File: config.mk
export PLATFORM = sky130hd
export DESIGN_NAME = dt_tree_walker
export DESIGN_NICKNAME = d
export VERILOG_FILES = /design/src/rtl/dt_pkg.sv /design/src/rtl/dt_feature_mux.sv /design/src/rtl/dt_tree_walker.sv
export SDC_FILE = /design/constraint.sdc
export NUM_CORES = 1
export LEC_CHECK = 0
export ABC_AREA = 1
export BUFFER_PORTS_ARGS = -buffer_cell sky130_fd_sc_hd__buf_2
export CAP_MARGIN = 20
export CORE_ASPECT_RATIO = 1.4
export CORE_MARGIN = 5
export CORE_UTILIZATION = 35
export CTS_CLUSTER_DIAMETER = 30
export CTS_CLUSTER_SIZE = 25
export DETAILED_ROUTE_END_ITERATION = 7
export REMOVE_ABC_BUFFERS = 1
export SETUP_SLACK_MARGIN = 0.2
export SLEW_MARGIN = 15
export SYNTH_ARGS = -nofsm -noshare
export SYNTH_HDL_FRONTEND = slang
export SYNTH_SLANG_ARGS = --single-unit
File: constraint.sdc
create_clock -name clk -period 15 [get_ports clk]
set_input_delay 3 -clock clk [delete_from_list [all_inputs] [get_ports clk]]
set_output_delay 3 -clock clk [all_outputs]
set_load 0.05 [all_outputs]
File: src/rtl/dt_pkg.sv
// Shared definitions for the decision-tree walker: node-word field layout,
// field widths and the walker state encoding.
package dt_pkg;

  localparam int unsigned NODE_W       = 64;
  localparam int unsigned FEAT_W       = 32;

  // Node word layout; bits [12:8] are reserved.
  localparam int unsigned LEAF_W       = 1;
  localparam int unsigned LEAF_BIT     = 63;
  localparam int unsigned FEAT_IDX_LSB = 60;
  localparam int unsigned FEAT_IDX_W   = 3;
  localparam int unsigned THR_LSB      = 33;
  localparam int unsigned THR_W        = 27;
  localparam int unsigned LEFT_LSB     = 23;
  localparam int unsigned RIGHT_LSB    = 13;
  localparam int unsigned PTR_W        = 10;
  localparam int unsigned CLASS_LSB    = 0;
  localparam int unsigned CLASS_W      = 8;

  typedef enum logic [2:0] {
    StIdle    = 3'd0,
    StFetch   = 3'd1,
    StEval    = 3'd2,
    StCompare = 3'd3,
    StWaitCmp = 3'd4,
    StDone    = 3'd5
  } dt_state_e;

endpackage

File: src/rtl/dt_feature_mux.sv
// Feature-select mux: picks feature[sel] from the latched feature vector and
// flags whether sel addresses an existing feature.
module dt_feature_mux
  import dt_pkg::*;
#(
  parameter int unsigned NUM_FEAT = 8
) (
  input  logic [FEAT_W*NUM_FEAT-1:0] features,
  input  logic [FEAT_IDX_W-1:0]      sel,
  output logic [FEAT_W-1:0]          feature,
  output logic                       sel_ok
);

  // Compare-and-select over the configured features; out-of-range sel gives 0.
  always_comb begin
    feature = '0;
    sel_ok  = 1'b0;
    for (int unsigned i = 0; i < NUM_FEAT; i++) begin
      if (sel == FEAT_IDX_W'(i)) begin
        feature = features[i*FEAT_W +: FEAT_W];
        sel_ok  = 1'b1;
      end
    end
  end

endmodule

File: src/rtl/dt_tree_walker.sv
// Decision-tree walker: fetches nodes from an external node memory, hands
// feature/threshold pairs to an external comparator and follows the chosen
// child pointer until a leaf is reached.
// Optional feature: define DT_DEPTH_GUARD_EN to abort walks that traverse
// MAX_DEPTH internal nodes (loop protection).
module dt_tree_walker
  import dt_pkg::*;
#(
  parameter int unsigned NUM_FEAT  = 8,
  parameter int unsigned ADDR_W    = 10,
  parameter int unsigned MAX_DEPTH = 31
) (
  input  logic                       clk,
  input  logic                       rst,
  input  logic                       start,
  input  logic [FEAT_W*NUM_FEAT-1:0] features,
  output logic                       busy,
  output logic                       node_rd,
  output logic [ADDR_W-1:0]          node_addr,
  input  logic [NODE_W-1:0]          node_rdata,
  output logic                       cmp_valid,
  output logic [FEAT_W-1:0]          cmp_feature,
  output logic [THR_W-1:0]           cmp_threshold,
  input  logic                       cmp_go_left,
  input  logic                       cmp_done,
  output logic                       result_valid,
  output logic [CLASS_W-1:0]         class_out,
  output logic                       error
);

  dt_state_e                  state_q, state_d;
  logic [FEAT_W*NUM_FEAT-1:0] features_q, features_d;
  logic [ADDR_W-1:0]          addr_q, addr_d;
  logic [FEAT_W-1:0]          feat_q, feat_d;
  logic [THR_W-1:0]           thr_q, thr_d;
  logic [PTR_W-1:0]           left_q, left_d;
  logic [PTR_W-1:0]           right_q, right_d;
  logic [CLASS_W-1:0]         class_q, class_d;
  logic                       error_q, error_d;

`ifdef DT_DEPTH_GUARD_EN
  localparam int unsigned DEPTH_W = $clog2(MAX_DEPTH + 1);
  logic [DEPTH_W-1:0] depth_q, depth_d;
`else
  localparam int unsigned unused_max_depth = MAX_DEPTH;
`endif

  // Node word fields, meaningful only while in StEval.
  logic                  nd_leaf;
  logic [FEAT_IDX_W-1:0] nd_feat_idx;
  logic [THR_W-1:0]      nd_thr;
  logic [PTR_W-1:0]      nd_left;
  logic [PTR_W-1:0]      nd_right;
  logic [CLASS_W-1:0]    nd_class;
  logic                  unused_rsvd;

  assign nd_leaf     = node_rdata[LEAF_BIT];
  assign nd_feat_idx = node_rdata[FEAT_IDX_LSB +: FEAT_IDX_W];
  assign nd_thr      = node_rdata[THR_LSB +: THR_W];
  assign nd_left     = node_rdata[LEFT_LSB +: PTR_W];
  assign nd_right    = node_rdata[RIGHT_LSB +: PTR_W];
  assign nd_class    = node_rdata[CLASS_LSB +: CLASS_W];
  assign unused_rsvd = ^node_rdata[RIGHT_LSB-1:CLASS_W];

  logic [FEAT_W-1:0] mux_feature;
  logic              mux_ok;

  dt_feature_mux #(
    .NUM_FEAT (NUM_FEAT)
  ) u_feature_mux (
    .features (features_q),
    .sel      (nd_feat_idx),
    .feature  (mux_feature),
    .sel_ok   (mux_ok)
  );

  // Next-state and datapath-update logic for the walk FSM.
  always_comb begin
    state_d    = state_q;
    features_d = features_q;
    addr_d     = addr_q;
    feat_d     = feat_q;
    thr_d      = thr_q;
    left_d     = left_q;
    right_d    = right_q;
    class_d    = class_q;
    error_d    = error_q;
`ifdef DT_DEPTH_GUARD_EN
    depth_d    = depth_q;
`endif
    unique case (state_q)
      StIdle: begin
        if (start) begin
          state_d    = StFetch;
          features_d = features;
          addr_d     = '0;
`ifdef DT_DEPTH_GUARD_EN
          depth_d    = '0;
`endif
        end
      end
      StFetch: state_d = StEval;
      StEval: begin
        if (nd_leaf) begin
          class_d = nd_class;
          error_d = 1'b0;
          state_d = StDone;
        end else if (!mux_ok) begin
          class_d = '0;
          error_d = 1'b1;
          state_d = StDone;
        end else begin
          feat_d  = mux_feature;
          thr_d   = nd_thr;
          left_d  = nd_left;
          right_d = nd_right;
          state_d = StCompare;
        end
      end
      StCompare: state_d = StWaitCmp;
      StWaitCmp: begin
        if (cmp_done) begin
          addr_d = cmp_go_left ? ADDR_W'(left_q) : ADDR_W'(right_q);
`ifdef DT_DEPTH_GUARD_EN
          depth_d = depth_q + 1'b1;
          if (depth_d == DEPTH_W'(MAX_DEPTH)) begin
            class_d = '0;
            error_d = 1'b1;
            state_d = StDone;
          end else begin
            state_d = StFetch;
          end
`else
          state_d = StFetch;
`endif
        end
      end
      StDone:  state_d = StIdle;
      default: state_d = StIdle;
    endcase
  end

  // State and datapath registers.
  always_ff @(posedge clk or posedge rst) begin
    if (rst) begin
      state_q    <= StIdle;
      features_q <= '0;
      addr_q     <= '0;
      feat_q     <= '0;
      thr_q      <= '0;
      left_q     <= '0;
      right_q    <= '0;
      class_q    <= '0;
      error_q    <= 1'b0;
`ifdef DT_DEPTH_GUARD_EN
      depth_q    <= '0;
`endif
    end else begin
      state_q    <= state_d;
      features_q <= features_d;
      addr_q     <= addr_d;
      feat_q     <= feat_d;
      thr_q      <= thr_d;
      left_q     <= left_d;
      right_q    <= right_d;
      class_q    <= class_d;
      error_q    <= error_d;
`ifdef DT_DEPTH_GUARD_EN
      depth_q    <= depth_d;
`endif
    end
  end

  // Strobes are state decodes, so they are mutually exclusive by construction.
  always_comb begin
    busy          = (state_q != StIdle);
    node_rd       = (state_q == StFetch);
    cmp_valid     = (state_q == StCompare);
    result_valid  = (state_q == StDone);
    node_addr     = addr_q;
    cmp_feature   = feat_q;
    cmp_threshold = thr_q;
    class_out     = class_q;
    error         = error_q;
  end

endmodule

# Word-level counts from Yosys, hierarchy flattened
# Index checks and enable logic that the tools add are counted.
[word_totals]
reg_bits = 357
in_bits = 325
word_cells = 63
[classes]
eq_ne = 15
muxes = 29
bitwise = 1
reduce_logical = 9
[op_table]
columns = ["operator", "n"]
rows = [
  ["$mux W32", 8],
  ["$mux W10", 3],
  ["$pmux W10 S2", 1],
  ["$eq A3 B3 Y1 const B", 6],
  ["$mux W8", 2],
  ["$pmux W3 S5", 1],
  ["$eq A3 B2 Y1 const B", 4],
  ["$mux W3", 4],
  ["$mux W1", 10],
  ["$eq A3 B1 Y1 const B", 2],
  ["$logic_not A3 Y1", 2],
  ["$ne A2 B2 Y1 const B", 3],
  ["$reduce_and A2 Y1", 3],
  ["$reduce_and A3 Y1", 2],
  ["$reduce_bool A3 Y1", 1],
  ["$reduce_bool A2 Y1", 1],
  ["$not A1 Y1", 1],
]

# Longest topological paths before layout
# Gate-level depths: netlist (run 1).
[logic_depth]
depth_word = 12
mapped_depth = 10
ltp_nobuf = 8

# Hierarchy
# Synthesis (run 1) repeated with hierarchy kept, for this count alone.
[hier_totals]
cells_unflattened = 2012
area_unflattened_um2 = 16883.7
[by_module_without_submodules]
columns = ["mod", "n_inst", "cells_per_inst", "area_each_um2", "seq_area_each_um2"]
rows = [
  ["dt_tree_walker", 1, 1569, 14749.1, 8933.6],
  ["dt_feature_mux", 1, 443, 2134.5, 0.0],
]

# Worst setup path after synthesis (run 1)
# No wires, ideal clock.
[synth_path]
path_kind = "reg-to-output"
from = "register state_q[2]"
to = "output port cmp_valid"
arrival_time_ns = 1.544
path_slack_ns = 10.456
path_stages_with_launch = 2
n_path_buf = 0
path_cell_list = "dfrtp_1 -> nor3_1"
[synth_between]
elab_chain_cells = 1
[synth_lines]
columns = ["item", "line_no", "source"]
rows = [
  ["from (decl)", "dt_tree_walker.sv:31", "dt_state_e state_q, state_d;"],
  ["from (signal assigned)", "dt_tree_walker.sv:146", "state_q <= StIdle;"],
  ["from (signal assigned)", "dt_tree_walker.sv:159", "state_q <= state_d;"],
  ["$eq A3 B2 Y1", "dt_tree_walker.sv:178", "cmp_valid = (state_q == StCompare);"],
  ["to (decl)", "dt_tree_walker.sv:21", "output logic cmp_valid,"],
]
# Every way passes these cells.

# Final worst setup path (run 1)
[layout_path]
from = "input port start"
to = "register features_q[23]"
[layout_between]
elab_chain_cells = 1
[layout_lines]
columns = ["item", "line_no", "source"]
rows = [
  ["from (decl)", "dt_tree_walker.sv:15", "input logic start,"],
  ["$reduce_and A2 Y1 (no source line)", "n/a", ""],
  ["to (signal assigned)", "dt_tree_walker.sv:160", "features_q <= features_d;"],
  ["to (decl)", "dt_tree_walker.sv:32", "logic [FEAT_W*NUM_FEAT-1:0] features_q, features_d;"],
]
# Every way passes these cells.
# A chain may end at the register's enable or synchronous reset.

==> impl_results.md, run 1 <==
* DIE AREA at about 49,000 um2
* Setup Fix Bufs, Post-CTS at 0
* Lkg Pwr at between 10 and 15 nW
* Gpl congestion at roughly 0.83
* Most common flop cell mapped by yosys: dfrtp_1
* Port Buffers at about 400
* Vias post-DR at roughly 13,000
* Outcome: complete, no violations
* Skew final at around 0.018 ns
* Final critical-path required period at about 5.2 ns
* Peak supply drop at roughly 0.00012 V
* Largest net degree at the start of global routing at 158
* Initial Utilization at about a third
* Pre-CTS WS at 9.30 ns
* Most frequent cells in the layout: buf_2, dfrtp_1, nand2_1
* FP Rows at 91
* Die H at approximately 260 um
* Post-synthesis sequential area ratio at about 58%
* Worst Path Required at between 15 and 20 ns
* Share of cells above drive strength 1 at a little under two fifths
* Total length of routed wires at 47.6 mm
* PwrDens at 229 nW/um2
* Clk sinks at around 360
* Die width at approximately 190 um
* Reg clk slew, reported paths at approximately 0.050 ns
* Num CTS Buffers at 72
* Synth Area per Inst at ~10 um2
* Initial antenna violation count at 28
* Worst Max-Slew Pin Slew at approximately 1.1 ns
* Final Hold Vio Count at 0
* Slew headroom at between 20% and 30%
* Total gr overflow at 0
* Worst-skew pair later-pin latency at around 0.56 ns
* Synth warn at 0
* First-pass GRT wire length at 72.6 mm
* RSZ-0062 raised after global routing: false
* Antenna-violating nets left at 0
* Final setup viols at 0
* Crit path kind: in -> reg
* Worst path max stage delay at 0.88 ns
* First drt pass iteration count at 5
* Dpl hpwl at roughly 32 mm
* Synthesis-stage register bit count at roughly 360
* CTS Buffer Depth at 3
* Vias in the first global route at 13,164
* Fmax at 192 MHz
* Area Overhead vs Synth at 32.9%
* Wire per inst at approximately 19 um
* Final net count at roughly 2,300
* Startpoint types: primary input
* Unique masters post-synth at 21
* Core area at about 44,000 um2
* Syn Inst Count at 1,536
* DRC Markers at 0
* Worst Path Max Fanout at 90
* Slew Viols, Final at 0
* CP Cell Sequence: buf_2 > nand3_4 > buf_4 > buf_4 > mux2_2
* Fin worst setup slack at between 9 and 10 ns
* Crit end category: flip-flop
* H-tree Lvls at 3
* CTS hold repair buffers at 0
* CTS tree: done
* Setup_tns at 0 ns
* Period Utilization, post-route at between 30% and 40%
* Hold Crit Class: reg -> reg
* Worst path slowest cell: buf_4
* Most common cell after layout, fill and taps aside: buf_2
* Ys async rst share at 100%
* # IOs at 407
* Max-cap check violation count at 0
* Cell count after placement at ~2,400
* Post-route insts no fill at roughly 2,600
* Number of synthesized flops with an enable pin at 0
* Clk root buf: clkbuf_16
* Synthesized area at about 15,000 um2
* Cell repeated most along the worst path: buf_4
* WHS at about 0.46 ns
* DR vias/cell at 4.87
* Starting DRC count in detailed routing at 501
* Endpoint arrival time on the critical path at approximately 5.6 ns
* Total GRT Usage at a little under a fifth
* Post-CTS Resized at 0
## layout make-up
class / instances / area, um2
clock inverters: 37 / 505
well taps: 558 / 698
inverters: 86 / 335
multi-input cells: 999 / 5800
diodes: 19 / 47.5
fillers: 4176 / 23300
clock buffers: 94 / 2120
repair buffers: 417 / 2160
flip-flops and latches: 357 / 8930
## metal layers
metal | GRT usage [%] | wire length (um)
met5 | 0 | 63
met2 | 33.1 | 24500
met1 | 21.1 | 17900
met4 | 10.6 | 2180
met3 | 4.83 | 2930
## critical path, delay by kind of cell
kind	cells	cell delay (ns)
buf+inv	3	1.82
mux	1	0.42
simple gates	1	0.20
## synth_stat cells, drive strengths merged, types with 10 or more instances
| master | instances | share of area, % |
|---|---|---|
| mux2i | 10 | 0.65 |
| nand2 | 355 | 8.6 |
| buf | 64 | 2.3 |
| nor2 | 145 | 3.5 |
| nand3 | 70 | 2.3 |
| o21ai | 12 | 0.39 |
| dfrtp | 357 | 58 |
| inv | 85 | 2.1 |
| clkbuf | 30 | 0.73 |
| a21oi | 137 | 4.4 |
| mux2 | 192 | 14 |
| nand4 | 72 | 2.9 |
## final timing paths
path / from / to / slack (ns) / cells after the start
min in group asynchronous: rst / cmp_feature[6] / 2.57 / 2
max reg2reg: state_q[2] / features_q[23] / 11.82 / 5
max: start / features_q[23] / 9.80 / 5
min reg2reg: cmp_threshold[22] / cmp_threshold[22] / 0.46 / 2
min: cmp_threshold[22] / cmp_threshold[22] / 0.46 / 2
max in group asynchronous: rst / left_q[3] / 10.94 / 3
## logic make-up (layout without fill, tap and decap cells)
family          count (synthesis)  after routing  synth area share [%]
mux                           202            202                  14.6
other cells                     0             19                     0
compound gates                149            149                  4.81
buf+inv                       180            634                  5.09
flops                         357            357                  57.6
simple gates                  648            648                  17.9
## through the flow
step	util [%]	instance area, um2	power [mW]
6_report	46.9	20600	4.72
5_1_grt	46.9	20600	4.98
4_1_cts	46.7	20500	4.77
3_5_place_dp	40.7	17900	3.04
3_3_place_gp	40.7	17900	2.98
2_1_floorplan	-	15000	2.84
## power breakdown
part	switching (mW)	leakage, nW	total [mW]	internal (mW)
logic	0.853	4.86	1.37	0.522
registers	0.210	4.23	1.64	1.43
clock network	0.529	1.26	1.70	1.17
## flip-flops by register name (all words and copies together), names as in the netlist
| signal | count |
|---|---|
| features_q | 256 |
| cmp_feature | 32 |
| cmp_threshold | 27 |
| left_q | 10 |
| node_addr | 10 |
| right_q | 10 |
| class_out | 8 |
| state_q | 3 |
| error | 1 |
Power figures use the tool's default switching activity.
==> run 2: changes to the inputs <==
- clock period: 15 -> 5 ns (I/O delays scaled with it)
==> run 2 against run 1 <==
Against the previous run: worst hold slack better by 0.0011 ns; utilization hardly changed; clock skew is 0.0024 ns higher; register-to-register slack worse by 9.2 ns; count of clock-buffer cells in the layout is 6 lower; cell area hardly changed; critical path depth is 2 higher; final cell count is 0.35% higher; via count is 0.60% higher; power grew to 3.0 times the previous value; sequential power grew to 3.0 times the previous value; die area stayed put.
==> impl_results.md, run 2 (synthesis results as in run 1) <==
* Outcome: complete, no violations
* Antenna-violating nets left at 0
* Most common cell after layout, fill and taps aside: buf_2
* CTS Buffer Depth at 3
* Final net count at between 2,000 and 2,500
* Largest net degree at the start of global routing at approximately 130
* Share of cells above drive strength 1 at 38.1%
* Most frequent cells in the layout: buf_2, dfrtp_1, nand2_1
* Reg-to-reg setup timing slack at 2.64 ns
* Final critical-path required period at about 3.1 ns
* Peak supply drop at 0.000319 V
* Crit path kind: in -> reg
* Core area at ~44,000 um2
* Final setup viols at 0
* Reg2reg start: state_q[2]
* WHS at 0.463 ns
* Final Core Density at a little under half
* Worst Path Required at between 5 and 6 ns
* Post-route insts no fill at roughly 2,600
* Starting DRC count in detailed routing at 590
* Number of flip-flops in the largest register at around 260
* Max-cap check violation count at 0
* Worst Max-Slew Pin Slew at 0.989 ns
* Wire per inst at 18.6 um
* First drt pass iteration count at 8
* Setup_tns at 0 ns
* Total gr overflow at 0
* R2R Path End: features_q[169]
* Initial antenna violation count at 27
* CP Cell Sequence: buf_2 > inv_4 > buf_4 > nor3_4 > buf_4 > a21oi_1 > a21oi_1
* DRC Markers at 0
* Clk sinks at approximately 360
* Initial Utilization at 35.3%
* CP top delay family: buffers and inverters
* First-pass GRT wire length at around 73 mm
* Fmax at ~320 MHz
* Worst Path Max Fanout at 29
* # IOs at roughly 410
* Hold Crit Class: reg -> reg
* Total GRT Usage at between 10% and 20%
* CTS tree: done
* WHS Endpoint: cmp_threshold[1]
* DIE AREA at 48,700 um2
* Vias post-DR at between 10,000 and 15,000
* CTS hold repair buffers at 0
* Crit end category: flip-flop
* Dpl hpwl at 32.2 mm
* Reg clk slew, reported paths at 0.05 ns
* Clk root buf: clkbuf_16
* Period Utilization, post-route at 62.5%
* Area Overhead vs Synth at 33.0%
* Final Hold Vio Count at 0
* Worst-skew pair later-pin latency at between 0.5 and 0.6 ns
* Vias in the first global route at around 13,000
* Total length of routed wires at 47.8 mm
* Num CTS Buffers at 72
* Cell count after placement at approximately 2,400
* Reg with most FFs: features_q
* Fin worst setup slack at 1.87 ns
* Post-CTS Resized at 0
* Endpoint arrival time on the critical path at between 3 and 4 ns
* Bufs and invs on worst path at 4
* Hold Path Stages at 2
* RSZ-0062 raised after global routing: false
* Slew Viols, Final at 0
* Setup Fix Bufs, Post-CTS at 0
* FP Rows at 91
* Lkg Pwr at 10.3 nW
* Gpl congestion at between 0.8 and 0.9
* Skew final at just over 0.02 ns
* PwrDens at between 600 and 700 nW/um2
* Fillcell total at between 4,000 and 5,000
* Worst path slowest cell: nor3_4
* Worst path max stage delay at around 0.84 ns
* Port Buffers at 401
* Die H at between 200 and 300 um
* DR vias/cell at about 5
* Die width at around 190 um
* Startpoint types: primary input
* Worst hold path startpoint: cmp_threshold[1]
* Pre-CTS WS at 1.25 ns
* Worst reg2reg path depth at 5
* H-tree Lvls at 3
* Slew headroom at roughly a third
## run 2: changes by cell type in the layout (fill, tap and decap cells not counted), moves of 2 or more
cell / delta
buf_4: +5
clkbuf_16: -5
clkinv_4: +4
buf_12: +3
clkinv_8: +3
clkinvlp_4: +3
clkbuf_8: -2
clkinv_2: -2
## run 2: power by group
group          switching [mW]  internal [mW]
logic                    2.56           1.58
clock network            1.65           3.31
registers               0.637           4.30
total                    4.85           9.19
## run 2: worst max path at each step
stage	from	to	slack [ns]	cells past startpoint
5_1_grt	node_rdata[60]	cmp_feature[27]	1.70	9
3_5_place_dp	node_rdata[60]	cmp_feature[21]	1.25	8
6_report	node_rdata[60]	cmp_feature[9]	1.87	7
2_1_floorplan	rst	class_out[0]	-5.91	1
3_3_place_gp	node_rdata[60]	cmp_feature[21]	1.24	8
4_1_cts	node_rdata[60]	cmp_feature[21]	1.87	8
## run 2: per-layer routing
| layer | up-vias | routed length, um | GRT usage [%] |
|---|---|---|---|
| met5 | - | 59 | 0 |
| met3 | 112 | 3140 | 5.11 |
| met4 | 12 | 1970 | 10.0 |
| met2 | 433 | 24600 | 33.2 |
| met1 | 6078 | 18000 | 21.5 |
| li1 | 5941 | - | - |
## run 2: layout make-up
type | count | area [um2] | share of cell area (%)
diodes | 18 | 45.0 | 0.218
clock buffers | 88 | 1970 | 9.56
clock inverters | 45 | 589 | 2.86
inverters | 86 | 335 | 1.63
multi-input cells | 999 | 5800 | 28.1
flip-flops and latches | 357 | 8930 | 43.3
well taps | 558 | 698 | 3.39
repair buffers | 425 | 2240 | 10.9
## run 2: per-stage QoR
stage / instance area, um2 / power (mW)
2_1_floorplan: 15000 / 8.41
3_3_place_gp: 18000 / 8.99
3_5_place_dp: 18000 / 9.14
4_1_cts: 20600 / 14.2
5_1_grt: 20600 / 14.8
6_report: 20600 / 14.0
## run 2: worst min-delay path: stages, from the launching register on
cell and delay (ns):
dfrtp_1 0.33, nand2_1 0.05, nand2_1 0.04
==> run 3: changes to the inputs <==
- ABC_AREA: 1 -> 0
- clock period: 5 -> 2.8 ns (I/O delays scaled with it)
==> run 3 against run 2 <==
Against the previous run: flip-flop and latch count did not move; non-clock buffer count rose by 22; wire length rose by 0.90%; synthesized cell count fell by 15%.
==> impl_results.md, run 3 <==
* Outcome: complete, no violations
* Final Core Density at 46.6%
* Lkg Pwr at 9.74 nW
* Final Hold Vio Count at 0
* WHS at roughly 0.17 ns
* Fillcell total at 4,181
* Critical path origin: state_q[0]
* Skew final at approximately 0.017 ns
* FP Rows at 92
* H-tree Lvls at 3
* Largest net degree at the start of global routing at roughly 100
* Area Overhead vs Synth at 32.7%
* Ys async rst share at 100%
* Slew headroom at between 50% and 60%
* DR vias/cell at just over 5
* Post-synthesis cell type with the largest combined area: dfrtp_1
* First drt pass iteration count at 4
* Psw at approximately 9.0 mW
* Wire per inst at about 21 um
* Synth cell count leaders: dfrtp_1, mux2_2, nand2_1
* Reg2reg start: state_q[0]
* Vias in the first global route at around 13,000
* Worst Max-Slew Pin Slew at ~0.7 ns
* Crit end category: output port
* Dpl hpwl at ~33 mm
* Sw frac at between 30% and 40%
* Bufs and invs on worst path at 1
* Top cell type's share of synthesized area at roughly 57%
* Hold Crit Class: in -> reg
* Worst path max stage delay at 0.50 ns
* Max-cap check violation count at 0
* DRC Markers at 0
* Startpoint types: flip-flop
* Internal power at 17.0 mW
* Die width at 189 um
* Clk pwr share at between 30% and 40%
* Total length of routed wires at 48.3 mm
* Reg-to-reg setup timing slack at between 0.6 and 0.7 ns
* Seq pwr share at a little over a third
* RSZ-0062 raised after global routing: false
* Clk root buf: clkbuf_16
* Num CTS Buffers at 74
* Worst Path Required at around 2.2 ns
* Unique masters post-synth at 44
* Share of cells above drive strength 1 at 47.3%
* Port Buffers at about 400
* Clk sinks at between 300 and 400
* Period Utilization, post-route at a little over 80%
* Reg clk slew, reported paths at 0.05 ns
* Reg with most FFs: features_q
* Syn Inst Count at between 1,000 and 1,500
* Most frequent cell after synthesis: dfrtp_1
* Initial antenna violation count at 12
* Endpoint arrival time on the critical path at around 1.8 ns
* CP Cell Sequence: or3_4 > buf_2
* Synthesis-stage register bit count at about 360
* Setup_tns at 0 ns
* Synth area leaders: dfrtp_1, mux2_2, nand2_1
* Worst-skew pair later-pin latency at roughly 0.58 ns
* Die H at approximately 260 um
* PwrDens at about 1200 nW/um2
* CTS tree: done
* Synthesized area at around 16,000 um2
* Post-synthesis sequential area ratio at between 50% and 60%
* Fmax at roughly 430 MHz
* Starting DRC count in detailed routing at approximately 440
* Final setup viols at 0
* Worst Path Max Fanout at 11
* # IOs at slightly above 400
* Gpl congestion at between 0.7 and 0.8
* First-pass GRT wire length at 73.2 mm
* Most common cell after layout, fill and taps aside: buf_2
* Synth Area per Inst at roughly 12 um2
* CTS Buffer Depth at 3
* Number of flip-flops in the largest register at about 260
* Worst path slowest cell: dfrtp_1
* Final net count at approximately 2,000
* Core area at 44,800 um2
* CP top delay family: flip-flops
* Slew Viols, Final at 0
* Most common flop cell mapped by yosys: dfrtp_1
* Most frequent cells in the layout: buf_2, dfrtp_1, mux2_2
* Synth warn at 0
* Number of synthesized flops with an enable pin at 0
* Final critical-path required period at about 2.3 ns
* Total GRT Usage at around a fifth
* Total gr overflow at 0
* Antenna-violating nets left at 0
* Setup Fix Bufs, Post-CTS at 0
* Combinational Power Share at 31.6%
* Initial Utilization at a little over a third
* Vias post-DR at 11,827
* Crit path kind: reg -> out
* Worst hold path startpoint: node_rdata[17]
* Peak supply drop at ~0.00054 V
* DIE AREA at approximately 50,000 um2
-- run 3: changes by cell type after synthesis, moves of 36 or more --
cell     previous run  this run
a21oi_1           137        56
nand2_1           355       196
nor2_1            145        28
o21ai_0            12        65
inv_1              81         4
mux2_2            192       248
nand4_1            72         0
a31oi_1             0        36
nand3_1            69         2
-- run 3: metal layers --
layer	up-vias	GRT usage (%)	wire length, um
met3	78	5.72	3650
li1	5524	-	-
met2	375	33.2	24400
met4	8	7.16	1160
met5	-	0	41
met1	5842	22.3	19000
-- run 3: through the flow --
stage                     area, um2  instances  setup slack, ns  total power, mW
after floorplan               15200       1200            -7.67             15.4
after global placement        18400       2210            0.526             17.2
after detailed placement      18400       2210            0.507             17.5
after CTS                     20900       2343            0.465             26.3
after global routing          20900       2346            0.402             27.4
final                         20900       2351            0.490             26.0
-- run 3: power by group through the flow --
| stage | logic, mW | clock network (mW) | registers (mW) |
|---|---|---|---|
| 6_report | 8.21 | 8.61 | 9.17 |
| 5_1_grt | 8.87 | 9.05 | 9.49 |
| 4_1_cts | 8.31 | 8.80 | 9.19 |
| 3_5_place_dp | 8.27 | 0 | 9.25 |
| 3_3_place_gp | 8.09 | 0 | 9.13 |
| 2_1_floorplan | 4.71 | 0 | 10.6 |
-- run 3: kinds of logic (layout without fill, tap and decap cells) --
group	after synthesis	in the layout	synth area share (%)
other	0	8	0
buffers and inverters	105	583	3.70
and+or+nand+nor	275	275	7.53
muxes	313	313	22.1
DFF	357	357	56.7
AOI/OAI and AO/OA	251	251	9.89
-- run 3: cell type report --
cell class                 count  area [um2]  area share [%]
sequential                   357        8930            42.8
inverter                       4        22.5           0.108
timing repair buffer         447        2460            11.8
clock inverter                48         507            2.43
multi-input combinational    839        6270            30.0
clock buffer                  84        1970            9.43
antenna                        8        20.0          0.0958
tap                          564         706            3.38
-- run 3: repair_timing --
item,in CTS,in global routing
hold buffers,1,0
gates resized for setup,0,0
hold endpoints to repair,1,0
-- run 3: worst reg2reg max path, stage by stage, from the launching register on --
cell     delay [ns]
dfrtp_1        0.50
or3_4          0.43
nor2_4         0.13
buf_4          0.20
buf_12         0.33
mux2_2         0.48
-- run 3: final timing paths --
path,endpoint,depth (start not counted)
max reg2reg,features_q[210],5
max,busy,2
max in group asynchronous,left_q[7],5
min reg2reg,cmp_threshold[8],2
min in group asynchronous,cmp_threshold[0],3
min,right_q[4],3
